## src/rtl/mvu_irq_pkg.sv

```systemverilog
// Shared types and helpers for the MVU job-handshake interrupt controller.
package mvu_irq_pkg;

    typedef enum logic [1:0] {
        IRQ_IDLE    = 2'd0,
        IRQ_BUSY    = 2'd1,
        IRQ_PENDING = 2'd2
    } irq_state_t;

    // Watchdog counter width. A disabled watchdog (limit 0) still gets one bit
    // so the register declaration stays legal.
    function automatic int wd_width(input int timeout_cyc);
        int w;
        w = $clog2(timeout_cyc + 1);
        if (w < 1) begin
            w = 1;
        end else begin
            w = w;
        end
        return w;
    endfunction

endpackage

```

## src/rtl/mvu_irq_channel.sv

```systemverilog
// One MVU/hart channel: job lifecycle FSM, watchdog, completed-job counter
// and sticky protocol-error flags. All outputs come straight from flops.
module mvu_irq_channel
    import mvu_irq_pkg::*;
#(
    parameter int TIMEOUT_CYC = 65536,
    parameter int CNT_W       = 16
) (
    input  logic             clk_i,
    input  logic             rst_i,
    input  logic             start_i,
    input  logic             done_i,
    input  logic             ack_i,
    input  logic             err_clr_i,
    output logic             busy_o,
    output logic             irq_o,
    output logic             timeout_o,
    output logic             err_spurious_o,
    output logic             err_restart_o,
    output logic [CNT_W-1:0] job_cnt_o
);

    localparam int WD_W = wd_width(TIMEOUT_CYC);

    irq_state_t        state_q, state_d;
    logic [WD_W-1:0]   wd_q, wd_d;
    logic [CNT_W-1:0]  cnt_q, cnt_d;
    logic              busy_q, irq_q;
    logic              tmo_q, tmo_d;
    logic              spur_q, spur_d;
    logic              rstrt_q, rstrt_d;
    logic              spur_set_s;
    logic              rstrt_set_s;
    logic              wd_expire_s;

    // The watchdog only fires when enabled and the busy count hits the limit.
    assign wd_expire_s = (TIMEOUT_CYC != 0) && (wd_q == WD_W'(TIMEOUT_CYC - 1));

    // Next-state logic for the job FSM, watchdog, counter and error sets.
    always_comb begin
        state_d     = state_q;
        wd_d        = wd_q;
        cnt_d       = cnt_q;
        tmo_d       = tmo_q;
        spur_set_s  = 1'b0;
        rstrt_set_s = 1'b0;
        case (state_q)
            IRQ_IDLE: begin
                if (start_i) begin
                    state_d = IRQ_BUSY;
                    wd_d    = '0;
                    tmo_d   = 1'b0;
                end else begin
                    state_d = IRQ_IDLE;
                end
                if (done_i) begin
                    spur_set_s = 1'b1;
                end else begin
                    spur_set_s = 1'b0;
                end
            end
            IRQ_BUSY: begin
                wd_d = wd_q + WD_W'(1);
                // A real completion beats a coincident watchdog expiry.
                if (done_i) begin
                    state_d = IRQ_PENDING;
                    cnt_d   = cnt_q + CNT_W'(1);
                end else if (wd_expire_s) begin
                    state_d = IRQ_PENDING;
                    tmo_d   = 1'b1;
                end else begin
                    state_d = IRQ_BUSY;
                end
                if (start_i) begin
                    rstrt_set_s = 1'b1;
                end else begin
                    rstrt_set_s = 1'b0;
                end
            end
            IRQ_PENDING: begin
                // ack together with start is the back-to-back relaunch.
                if (ack_i && start_i) begin
                    state_d = IRQ_BUSY;
                    wd_d    = '0;
                    tmo_d   = 1'b0;
                end else if (ack_i) begin
                    state_d = IRQ_IDLE;
                end else if (start_i) begin
                    rstrt_set_s = 1'b1;
                end else begin
                    state_d = IRQ_PENDING;
                end
                if (done_i) begin
                    spur_set_s = 1'b1;
                end else begin
                    spur_set_s = 1'b0;
                end
            end
            default: begin
                state_d = IRQ_IDLE;
            end
        endcase

        // Sticky flags: a new error in the clearing cycle survives the clear.
        if (spur_set_s) begin
            spur_d = 1'b1;
        end else if (err_clr_i) begin
            spur_d = 1'b0;
        end else begin
            spur_d = spur_q;
        end
        if (rstrt_set_s) begin
            rstrt_d = 1'b1;
        end else if (err_clr_i) begin
            rstrt_d = 1'b0;
        end else begin
            rstrt_d = rstrt_q;
        end
    end

    // State and output registers; reset drops any job without an interrupt.
    always_ff @(posedge clk_i) begin
        if (rst_i) begin
            state_q <= IRQ_IDLE;
            wd_q    <= '0;
            cnt_q   <= '0;
            busy_q  <= 1'b0;
            irq_q   <= 1'b0;
            tmo_q   <= 1'b0;
            spur_q  <= 1'b0;
            rstrt_q <= 1'b0;
        end else begin
            state_q <= state_d;
            wd_q    <= wd_d;
            cnt_q   <= cnt_d;
            busy_q  <= (state_d == IRQ_BUSY);
            irq_q   <= (state_d == IRQ_PENDING);
            tmo_q   <= tmo_d;
            spur_q  <= spur_d;
            rstrt_q <= rstrt_d;
        end
    end

    assign busy_o         = busy_q;
    assign irq_o          = irq_q;
    assign timeout_o      = tmo_q;
    assign err_spurious_o = spur_q;
    assign err_restart_o  = rstrt_q;
    assign job_cnt_o      = cnt_q;

endmodule

```

## src/rtl/mvu_irq_ctrl.sv

```systemverilog
// Pito-side MVU job responder: one independent interrupt channel per MVU/hart.
module mvu_irq_ctrl
    import mvu_irq_pkg::*;
#(
    parameter int N_MVU       = 8,
    parameter int TIMEOUT_CYC = 65536,
    parameter int CNT_W       = 16
) (
    input  logic                   clk,
    input  logic                   rst,
    input  logic [N_MVU-1:0]       mvu_start,
    input  logic [N_MVU-1:0]       mvu_done,
    input  logic [N_MVU-1:0]       irq_ack,
    input  logic [N_MVU-1:0]       err_clr,
    output logic [N_MVU-1:0]       mvu_busy,
    output logic [N_MVU-1:0]       mvu_irq,
    output logic [N_MVU-1:0]       mvu_timeout,
    output logic [N_MVU-1:0]       err_spurious,
    output logic [N_MVU-1:0]       err_restart,
    output logic [N_MVU*CNT_W-1:0] job_cnt
);

    for (genvar g = 0; g < N_MVU; g++) begin : g_ch
        mvu_irq_channel #(
            .TIMEOUT_CYC (TIMEOUT_CYC),
            .CNT_W       (CNT_W)
        ) u_ch (
            .clk_i          (clk),
            .rst_i          (rst),
            .start_i        (mvu_start[g]),
            .done_i         (mvu_done[g]),
            .ack_i          (irq_ack[g]),
            .err_clr_i      (err_clr[g]),
            .busy_o         (mvu_busy[g]),
            .irq_o          (mvu_irq[g]),
            .timeout_o      (mvu_timeout[g]),
            .err_spurious_o (err_spurious[g]),
            .err_restart_o  (err_restart[g]),
            .job_cnt_o      (job_cnt[g*CNT_W +: CNT_W])
        );
    end

endmodule

```

## config.mk

```make
export PLATFORM = sky130hd
export DESIGN_NAME = mvu_irq_ctrl
export DESIGN_NICKNAME = d
export VERILOG_FILES = /design/src/rtl/mvu_irq_pkg.sv /design/src/rtl/mvu_irq_channel.sv /design/src/rtl/mvu_irq_ctrl.sv
export SDC_FILE = /design/constraint.sdc
export NUM_CORES = 1
export LEC_CHECK = 0
export ABC_AREA = 1
export ABC_CLOCK_PERIOD_IN_PS = 4000
export CORE_ASPECT_RATIO = 2
export CORE_MARGIN = 8
export CORE_UTILIZATION = 30
export CTS_BUF_LIST = sky130_fd_sc_hd__clkbuf_4 sky130_fd_sc_hd__clkbuf_8
export CTS_CLUSTER_SIZE = 25
export DETAILED_ROUTE_END_ITERATION = 16
export SYNTH_ARGS = -nofsm -noshare
export SYNTH_HDL_FRONTEND = slang
export SYNTH_HIERARCHICAL = 1
export SYNTH_SLANG_ARGS = --single-unit
```

## constraint.sdc

```tcl
create_clock -name clk -period 4 [get_ports clk]
set_input_delay 0.6 -clock clk [delete_from_list [all_inputs] [get_ports clk]]
set_output_delay 0.6 -clock clk [all_outputs]
set_load 0.005 [all_outputs]
```

Word-level counts from Yosys, hierarchy flattened
Index checks and enable logic that the tools add are counted.
Operators by class
  reduce and logical (&&, ||, !) cells: 72
  add/subtract/negate cells: 16
  muxes and demuxes: 192
  equal/unequal tests: 72
Operators by type and width (number)
  $pmux 17 s3: 8
  $mux 17: 16
  $add 17x1->17 const B: 8
  $eq 17x16->1 const B: 8
  $add 16x1->16 const B: 8
  $mux 1: 104
  $mux 2: 40
  $pmux 2 s3: 8
  $reduce_and 5->1: 8
  $eq 2x1->1 const B: 16
  $eq 2x2->1 const B: 16
  $ne 2x1->1 const B: 16
  $ne 2x2->1 const B: 16
  $reduce_bool 2->1: 16
  $pmux 1 s3: 8
  $reduce_and 3->1: 8
  $reduce_bool 3->1: 8
  $logic_not 2->1: 8
  $pmux 1 s2: 8
  $reduce_and 2->1: 8
  $reduce_or 2->1: 8
  $logic_and 1x1->1: 8
Storage, ports and cells
  word-level logic and storage cells: 416
  flip-flop bits (word level): 320

Longest topological paths before layout
  depth in word-level cells: 5
  gate-level depth with buffers: 11

Cells and area by module
The synthesis kept the hierarchy.
By module, submodules not included
  mvu_irq_channel at g_ch[0].u_ch ...: area an instance 2089.5 um^2, times used 7, cells an instance 303
  mvu_irq_channel at g_ch[4].u_ch: area an instance 2087.0 um^2, times used 1, cells an instance 305

Worst setup path before layout
No wires, ideal clock.
  path kind: reg-to-reg
  start point: reg g_ch[0].u_ch.wd_q[0]
  end point: reg g_ch[0].u_ch.irq_q
  required time: 3.922 ns
  setup slack: 2.386 ns
  arrival: 1.536 ns
  library setup time: 0.078 ns
  stages on the path, launching flop included: 11
  path through: dfxtp_1 -> ha_1 -> nand2_1 -> nor2_1 -> nand2_1 -> nor3_1 -> ha_1 -> nor2_1 -> o21ai_0 -> nand2_1 -> nor3_1
On the way
  word-level cells in the longest chain between the ends: 5
Ends and longest elaborated chain
  from (decl): line mvu_irq_channel.sv:26  | logic [WD_W-1:0] wd_q, wd_d;
  from (signal assigned): line mvu_irq_channel.sv:134  | wd_q <= wd_d;
  $eq 17x16->1: line mvu_irq_channel.sv:37  | assign wd_expire_s = (TIMEOUT_CYC != 0) && (wd_q == WD_W'(TIMEOUT_CYC - 1));
  $mux 2: line mvu_irq_channel.sv:68  | end else if (wd_expire_s) begin
  $mux 2: line mvu_irq_channel.sv:65  | if (done_i) begin
  $pmux 2 s3: line mvu_irq_channel.sv:47  | case (state_q)
  $eq 2x2->1: line mvu_irq_channel.sv:137  | irq_q <= (state_d == IRQ_PENDING);
  to (signal assigned): line mvu_irq_channel.sv:137
  to (decl): line mvu_irq_channel.sv:28  | logic busy_q, irq_q;
Every way passes these cells.
A chain may end at the register's enable or synchronous reset.

Worst setup path in the final report
  start point: reg g_ch[4].u_ch.cnt_q[2]
  end point: out job_cnt[66]
RTL lines
  from (decl): line mvu_irq_channel.sv:27  | logic [CNT_W-1:0] cnt_q, cnt_d;
  from (signal assigned): line mvu_irq_channel.sv:135  | cnt_q <= cnt_d;
  to (decl): line mvu_irq_ctrl.sv:20  | output logic [N_MVU*CNT_W-1:0] job_cnt
No word-level cell between the ends.

==> qor.csv <==
stage,metric,value,unit
sta,Post-Route Setup TNS,0,ns
yosys,syn_nets,2516,
clock_network,post-cts resize count,0,
setup_path,Crit. End Element,output pin,
power_and_ir_drop,Final Power,0.00730,W
layout,Area Growth Syn to Fin,24.3,%
setup_path,Crit. path cell count,1,
setup_path,path depth of the worst reg2reg path,9,
clock_network,CTS Sinks,320,
outcome,status,"finished, final reports clean",
placement,dpl cells,3350,
setup_path,CP startpoint kind,flip-flop,
floorplanning,Die H,350,um
clock_network,Post-CTS Setup Bufs,0,
setup_path,Critical Path RT,3.40,ns
sta,Min Hold Slack,0.452,ns
global_route,initial antenna violation count,1,
floorplanning,die width,183,um
sta,unrepaired setup endpoints after global routing,false,
yosys,Post-synth EDFFs,0,
global_route,largest net degree at the start of global routing,53,
route,routed len/inst,13.2,um
setup_path,"CP delay by family, top",buffers and inverters,
layout,Final #Nets,2750,
clock_network,htree depth,2,
global_route,first-pass GRT wire length,75100,um
setup_path,Reg-to-Reg End,g_ch[5].u_ch/irq_o,
clock_network,CTS tree,done,
global_route,global route overflow,0,
sta,fmax,0.428,GHz
sta,relative slew slack,0.517,
yosys,cell count after synthesis,2426,
clock_network,Worst-Skew Late Latency,0.61,ns
setup_path,crit path cell chain,clkdlybuf4s50_1,
yosys,sequential-to-total area share from yosys stat,0.383,
route,drt first pass iters,4,
setup_path,Worst R2R Start,g_ch[5].u_ch/wd_q[7],
sta,Tmin final,2.34,ns
floorplanning,Initial Util,0.302,
sta,Final Skew,0.0154,ns
global_route,vias in the first global route,15300,
yosys,"Async S/R FF share, synth",0,
job,Max-Cap Viols,0,
yosys,synthesized area,16700,sq um
floorplanning,FP Rows,122,
setup_path,Critical Path Start,g_ch[4].u_ch/job_cnt_o[2],
power_and_ir_drop,peak supply drop,0.228,mV
placement,Buffers on Ports,201,
clock_network,clk buf depth,3,
placement,GP Congestion,0.818,
setup_path,critical path buffer and inverter count,1,
setup_path,CP Class,flip-flop to output pin,
route,Total Wirelength,45600,um
min_path,Hold Path Class,flip-flop to flip-flop,
setup_path,worst-path fanout max,7,
setup_path,crit path max-delay cell type,clkdlybuf4s50_1,
setup_path,worst reg-to-reg setup slack,1.86,ns
layout,final std cells w/o fill,3447,
setup_path,Slowest Stage Delay on Critical Path,0.68,ns
yosys,Netlist cell types,33,
layout,design area,20800,sq um
power_and_ir_drop,P_leak,7.83,nW
sta,Slew @ Worst Pin,0.725,ns
global_route,GRT Overall Usage,0.142,
route,via count,15400,
yosys,"flops & latches, synth",320,
clock_network,root buffer cell,clkbuf_8,
floorplanning,Die ar.,64000,sq um
placement,post-DP HPWL,34700,um
route,Detailed Route Iter0 Violations,652,
sta,Final setup viols,0,
clock_network,"Reg clk slew, reported paths",0.07,ns
layout,layout cell share with drive strength beyond 1,0.0955,
yosys,yosys warns,6,
yosys,syn avg cell area,6.89,sq um
sta,crit share post-route,0.584,
floorplanning,I/O pin total,202,
setup_path,arrival time at the worst endpoint,1.74,ns
sta,endpoints failing hold,0,
power_and_ir_drop,Power Dens Cells,352,nW/um^2
sta,"Slew Viols, Final",0,
route,ANT nets after route,0,
route,vias per cell,4.47,
clock_network,total CTS buffers,52,
route,number of remaining DRC errors,0,
setup_path,Setup crit end,job_cnt[66],
floorplanning,Core ar.,55300,sq um
yosys,top_reg_cell synth,dfxtp_1,
clock_network,cts-stage hold buffer count,0,
placement,post-placement cell area,19600,sq um
-- stage by stage --
stage                     setup WS, ns  utilization
final                             1.66        0.376
after global routing              1.56        0.376
after CTS                         1.61        0.376
after detailed placement          1.76        0.354
after global placement            1.79        0.354
after floorplan                   2.39            -
-- worst min-delay path by stage --
| stage | start | endpoint | depth (start not counted) |
|---|---|---|---|
| 2_1_floorplan | g_ch[0].u_ch/timeout_o | g_ch[0].u_ch/timeout_o | 2 |
| 3_3_place_gp | g_ch[7].u_ch/timeout_o | g_ch[7].u_ch/timeout_o | 2 |
| 3_5_place_dp | g_ch[4].u_ch/timeout_o | g_ch[4].u_ch/timeout_o | 2 |
| 4_1_cts | g_ch[2].u_ch/timeout_o | g_ch[2].u_ch/timeout_o | 2 |
| 5_1_grt | g_ch[2].u_ch/timeout_o | g_ch[2].u_ch/timeout_o | 2 |
| 6_report | g_ch[2].u_ch/timeout_o | g_ch[2].u_ch/timeout_o | 2 |
-- kinds of logic (layout without fill, tap and decap cells) --
| family | count (synthesis) | in the layout | synth area share |
|---|---|---|---|
| xor+xnor | 16 | 16 | 0.00838 |
| fa+ha+maj | 56 | 56 | 0.0419 |
| compound gates | 280 | 280 | 0.0971 |
| other cells | 0 | 1 | 0 |
| simple gates | 1385 | 1385 | 0.384 |
| buf+inv | 369 | 645 | 0.0857 |
| flops | 320 | 320 | 0.383 |
-- layout make-up --
class / count / area (sq um)
Antenna cell: 1 / 2.50
Fill cell: 5899 / 34500
Timing Repair Buffer: 204 / 2030
Multi-Input combinational cell: 1737 / 8870
Clock inverter: 13 / 140
Inverter: 345 / 1310
Sequential cell: 320 / 6410
Tap cell: 744 / 931
Clock buffer: 83 / 1070
-- placed cells by master, fill, tap and decap left out, types with 23 or more instances in the layout --
| master | count |
|---|---|
| nand2_2 | 23 |
| clkbuf_8 | 72 |
| o21ai_0 | 80 |
| ha_1 | 56 |
| nand4_1 | 64 |
| nor3_1 | 80 |
| a21oi_1 | 128 |
| nor2_1 | 401 |
| nor2_4 | 48 |
| nand3_1 | 83 |
| clkdlybuf4s50_1 | 200 |
| dfxtp_1 | 320 |
| nand2_1 | 600 |
| inv_1 | 322 |
-- flip-flops by register name (all words and copies together), names as in the netlist --
signal,cells
g_ch.u_ch/wd_q,136
g_ch.u_ch/job_cnt_o,128
g_ch.u_ch/state_q,16
g_ch.u_ch/busy_o,8
g_ch.u_ch/err_restart_o,8
g_ch.u_ch/err_spurious_o,8
g_ch.u_ch/irq_o,8
g_ch.u_ch/timeout_o,8
-- report_power, final --
group / switching, W / internal (W)
logic: 0.000415 / 0.000263
clock network: 0.00141 / 0.00189
registers: 0.0000586 / 0.00326
total: 0.00188 / 0.00542
-- synth_stat cells (15+ instances only) --
| master | count | area, sq um |
|---|---|---|
| nand2_1 | 600 | 2250 |
| nor2_1 | 401 | 1510 |
| inv_1 | 322 | 1210 |
| dfxtp_1 | 320 | 6410 |
| a21oi_1 | 128 | 641 |
| nand3_1 | 83 | 415 |
| nor3_1 | 80 | 400 |
| o21ai_0 | 80 | 400 |
| nand4_1 | 64 | 400 |
| ha_1 | 56 | 701 |
| nor2_4 | 48 | 541 |
| nand2_2 | 23 | 144 |
| clkbuf_1 | 16 | 60.1 |
| inv_2 | 16 | 60.1 |
| nor2_2 | 16 | 100 |
| nor3b_1 | 16 | 120 |
| o211ai_1 | 16 | 120 |
| o21a_1 | 16 | 120 |
| xor2_1 | 16 | 140 |
| nand3_2 | 15 | 150 |
-- metal layers --
metal  part of all wire  track usage  up-vias
met5                  0            0        -
met2               0.53        0.278      231
li1                   -            -     8182
met1               0.39        0.141     6914
met4              0.029       0.0530        0
met3              0.052       0.0344       80
Power figures use the tool's default switching activity.
